--- src/rtl/mont_operand_sequencer.sv ---
`default_nettype none
// ============================================================================
// Module      : mont_operand_sequencer
// Description : Operand front end for the Montgomery systolic PE row.
//               Latches A, B and M, forms MB = M + B with a bit-serial
//               adder, then streams A LSB-first on the shared ai line
//               while holding {0,B}, {0,M} and MB stable on the PE inputs.
// Revision    : 1.0 - initial release
// ============================================================================
module mont_operand_sequencer #(
  parameter int WIDTH = 8
) (
  input  logic                     clk,
  input  logic                     rst,
  input  logic                     start,
  input  logic [WIDTH-1:0]         a_in,
  input  logic [WIDTH-1:0]         b_in,
  input  logic [WIDTH-1:0]         m_in,
  output logic                     busy,
  output logic                     ai_o,
  output logic                     ai_valid,
  output logic [$clog2(WIDTH)-1:0] bit_idx,
  output logic [WIDTH:0]           b_o,
  output logic [WIDTH:0]           m_o,
  output logic [WIDTH:0]           mb_o,
  output logic                     done
);

  localparam int            CW   = $clog2(WIDTH);
  localparam logic [CW-1:0] LAST = CW'(WIDTH - 1);

  typedef enum logic [1:0] {
    S_IDLE    = 2'd0,
    S_PRECOMP = 2'd1,
    S_STREAM  = 2'd2,
    S_DONE    = 2'd3
  } state_t;

  state_t            state;
  state_t            state_next;

  logic [WIDTH-1:0]  a_reg;
  logic [WIDTH-1:0]  b_reg;
  logic [WIDTH-1:0]  m_reg;
  // Low WIDTH-1 sum bits; the top sum bit and carry-out go straight into
  // mb_out on the final adder cycle, so they never need to be stored here.
  logic [WIDTH-2:0]  mb_acc;
  logic              carry;
  logic [CW-1:0]     cnt;
  logic [WIDTH:0]    b_out;
  logic [WIDTH:0]    m_out;
  logic [WIDTH:0]    mb_out;

  logic              last;
  logic              sum_bit;
  logic              carry_next;

  assign last       = (cnt == LAST);
  assign sum_bit    = b_reg[cnt] ^ m_reg[cnt] ^ carry;
  assign carry_next = (b_reg[cnt] & m_reg[cnt]) | (b_reg[cnt] & carry) | (m_reg[cnt] & carry);

  // State register; reset aborts any operation in flight
  always_ff @(posedge clk) begin
    if (rst) begin
      state <= S_IDLE;
    end else begin
      state <= state_next;
    end
  end

  // Next-state decode and status outputs
  always_comb begin
    state_next = state;
    busy       = 1'b1;
    ai_valid   = 1'b0;
    done       = 1'b0;
    case (state)
      S_IDLE: begin
        busy = 1'b0;
        if (start) begin
          state_next = S_PRECOMP;
        end
      end
      S_PRECOMP: begin
        if (last) begin
          state_next = S_STREAM;
        end
      end
      S_STREAM: begin
        ai_valid = 1'b1;
        if (last) begin
          state_next = S_DONE;
        end
      end
      S_DONE: begin
        done       = 1'b1;
        state_next = S_IDLE;
      end
      default: state_next = S_IDLE;
    endcase
  end

  // Operand capture, bit-serial MB adder, stream counter and PE operand regs
  always_ff @(posedge clk) begin
    if (rst) begin
      a_reg  <= '0;
      b_reg  <= '0;
      m_reg  <= '0;
      mb_acc <= '0;
      carry  <= 1'b0;
      cnt    <= '0;
      b_out  <= '0;
      m_out  <= '0;
      mb_out <= '0;
    end else begin
      case (state)
        S_IDLE: begin
          if (start) begin
            a_reg  <= a_in;
            b_reg  <= b_in;
            m_reg  <= m_in;
            mb_acc <= '0;
            carry  <= 1'b0;
            cnt    <= '0;
            // PE operands drop to zero while the new MB is being formed
            b_out  <= '0;
            m_out  <= '0;
            mb_out <= '0;
          end
        end
        S_PRECOMP: begin
          // Sum bits enter at the top so bit cnt ends up at position cnt
          mb_acc <= {sum_bit, mb_acc[WIDTH-2:1]};
          carry  <= carry_next;
          if (last) begin
            cnt    <= '0;
            b_out  <= {1'b0, b_reg};
            m_out  <= {1'b0, m_reg};
            mb_out <= {carry_next, sum_bit, mb_acc};
          end else begin
            cnt <= cnt + CW'(1);
          end
        end
        S_STREAM: begin
          cnt <= last ? '0 : cnt + CW'(1);
        end
        default: begin
        end
      endcase
    end
  end

  assign bit_idx = ai_valid ? cnt : '0;
  assign ai_o    = ai_valid & a_reg[cnt];
  assign b_o     = b_out;
  assign m_o     = m_out;
  assign mb_o    = mb_out;

endmodule
`default_nettype wire

--- config.mk ---
export PLATFORM = sky130hd
export DESIGN_NAME = mont_operand_sequencer
export DESIGN_NICKNAME = d
export VERILOG_FILES = /design/src/rtl/mont_operand_sequencer.sv
export SDC_FILE = /design/constraint.sdc
export NUM_CORES = 1
export LEC_CHECK = 0
export BUFFER_PORTS_ARGS = -buffer_cell sky130_fd_sc_hd__buf_2
export CAP_MARGIN = 0
export CORE_MARGIN = 4
export CORE_UTILIZATION = 50
export DETAILED_ROUTE_END_ITERATION = 6
export PLACE_DENSITY = 0.83
export SYNTH_ARGS = -nofsm -noshare
export SYNTH_HDL_FRONTEND = slang
export SYNTH_SLANG_ARGS = --single-unit
--- constraint.sdc ---
create_clock -name clk -period 2.64 [get_ports clk]
set_input_delay 0.396 -clock clk [delete_from_list [all_inputs] [get_ports clk]]
set_output_delay 0.396 -clock clk [all_outputs]
set_load 0.005 [all_outputs]
==> summary.txt <==
Initial DRC Count - 198
core area - 5140 um^2
vias in the first global route - 2208
final slew viol count - 0
Crit Path Max Fanout - 9
HP Class - in -> reg
Final Hold Viols - 0
Die Height - 81.2 um
Arr. time, crit path - 2.52 ns
htree depth - 3
max incr delay on CP - 0.60 ns
clock sink total - 62
commonest non-fill, non-tap cells in the layout - dfxtp_1 (62), buf_2 (58), a21oi_1 (51)
WP data required - 2.85 ns
GR Util All Layers - 20.6%
Post-synth EDFFs - 0
clk slew on worst S/H paths - 0.07 ns
GPL Wtd Cong - 0.785
Post-Synthesis Cells - 303
first-pass GRT wire length - 10400 um
Initial Util - 52.1%
TritonCTS clock tree - built
status - finished clean
max reg flops - 9
Leak Pwr - 1.31 nW
largest net degree at the start of global routing - 41
synthesized flop and latch total - 62
hpwl dp - 4030 um
placed insts - 406
relative slew slack - 48.6%
RSZ-0062 raised after global routing - no
share of cells above drive strength 1 - 25.0%
Final Skew - 0.00744 ns
Hold Path Stages - 3
R2R depth - 5
first-pass detailed-route iteration total - 4
main area contributors after synthesis - dfxtp_1 (46%), a21oi_1 (9.5%), nand2_1 (6.9%), nand4_1 (5.8%), o21ai_0 (4.1%)
layout overhead on the synthesized area - 18.5%
Vias - 2334
DR WL/cell - 14.6 um
max_cap viols - 0
ANT nets after route - 0
power density over cell area - 906 nW/um^2
Final nets - 382
IO Port Bufs - 58
TritonCTS Buffers - 9
post-synthesis sequential area ratio - 46.3%
vias per cell - 5.53
worst slew pin tran - 0.770 ns
hold_buf cts - 0
DRC - 0
post-route setup TNS - 0 ns
initial antenna violation count - 0
Post-CTS Resized - 0
diode count - 0
syn avg cell area - 8.84 um^2
Yosys top cell area share - 46.3%
grt ovf - 0
fin crit period - 2.31 ns
fmax - 0.433 GHz
Root Buffer - clkbuf_8
peak supply drop - 0.000681 V
critical-path cell list - mux4_1 -> mux2_2 -> fa_1 -> a32oi_1 -> nor2_1
final setup vio count - 0
ys flop type - dfxtp_1
later-pin clock latency in the skew report - 0.34 ns
width of the die - 81.2 um
row count - 26
crit share post-route - 87.5%
critical path launch point type - flip-flop
Post-synth ARST share - 0%
Non-Filler Instances - 422
critical path's slowest cell - mux4_1
die footprint - 6590 um^2
total wire length - 6140 um
area of the mapped netlist - 2680 um^2
Post CTS Setup Buffer Count - 0
critical path type - reg -> reg
Crit. End Element - flip-flop
area leader, netlist - dfxtp_1
yosys warns - 0
Ports - 61
CTS Buffer Depth - 2
commonest non-fill, non-tap cell in the layout - dfxtp_1
post-synth cell types - 34
-- metal layers --
layer | global-route usage (%) | wire length, um | up-vias
met5 | 0 | 0 | -
met3 | 6.98 | 424 | 11
met1 | 27.3 | 2740 | 1083
met4 | 7.77 | 94 | 0
met2 | 31.1 | 2880 | 78
li1 | - | - | 1162
-- path summary, 6_finish.rpt --
check	slack (ns)	end	startpoint
max	0.33	mb_acc[6]$_SDFFE_PP0P_	cnt[0]$_SDFFE_PP0P_
min	0.29	a_reg[4]$_SDFFE_PP0P_	a_in[4]
max reg2reg	0.33	mb_acc[6]$_SDFFE_PP0P_	cnt[0]$_SDFFE_PP0P_
min reg2reg	0.45	a_reg[5]$_SDFFE_PP0P_	a_reg[5]$_SDFFE_PP0P_
-- cells in the mapped netlist, types with 2 or more instances --
master / number
mux2_2: 2
buf_4: 2
inv_1: 3
nor2_1: 12
mux4_2: 2
clkbuf_2: 5
o21ai_1: 3
dfxtp_1: 62
nand2_1: 49
a21oi_1: 51
and2_1: 3
ha_1: 7
clkbuf_1: 14
nand4_1: 25
mux4_1: 4
buf_2: 10
a32oi_1: 11
o21ai_0: 22
-- cell families after synthesis --
logic type	after synthesis	synth area share [%]
other	1	0.140
multiplexers	10	7.66
adder cells (fa/ha/maj)	8	4.02
AO/OA/AOI/OAI	91	19.0
AND/OR/NAND/NOR	95	16.6
buffers and inverters	36	6.31
flip-flops	62	46.3
-- power by group --
group	internal (mW)	switching, mW	total [mW]
combinational	0.295	0.569	0.864
clock	0.536	0.357	0.893
sequential	1.03	0.0885	1.12
total	1.86	1.01	2.88
-- critical path: cells and delay by family, from the launching register on --
kind                     cells  cell delay, ns
AO/OA/AOI/OAI                1            0.21
adder cells (fa/ha/maj)      1            0.49
flip-flops                   1            0.54
AND/OR/NAND/NOR              1            0.05
multiplexers                 2            0.89
-- per-stage QoR --
step | worst slack (ns) | cell area [um^2] | total power [mW] | util, % | hold slack [ns]
2_1_floorplan | 0.558 | 2680 | 1.81 | - | 0.433
3_3_place_gp | 0.417 | 2960 | 1.96 | 57.5 | 0.442
3_5_place_dp | 0.348 | 2960 | 2.00 | 57.5 | 0.447
4_1_cts | 0.339 | 3170 | 2.89 | 61.8 | 0.279
5_1_grt | 0.222 | 3170 | 3.06 | 61.8 | 0.285
6_report | 0.330 | 3170 | 2.88 | 61.8 | 0.290
-- cell type report --
type	instances	area [um^2]
Clock buffer	13	179
Multi-Input combinational cell	206	1270
Tap cell	70	87.6
Timing Repair Buffer	65	343
Clock inverter	3	40.0
Fill cell	470	1970
Inverter	3	11.3
Sequential cell	62	1240
(Power assumes the default switching activity.)
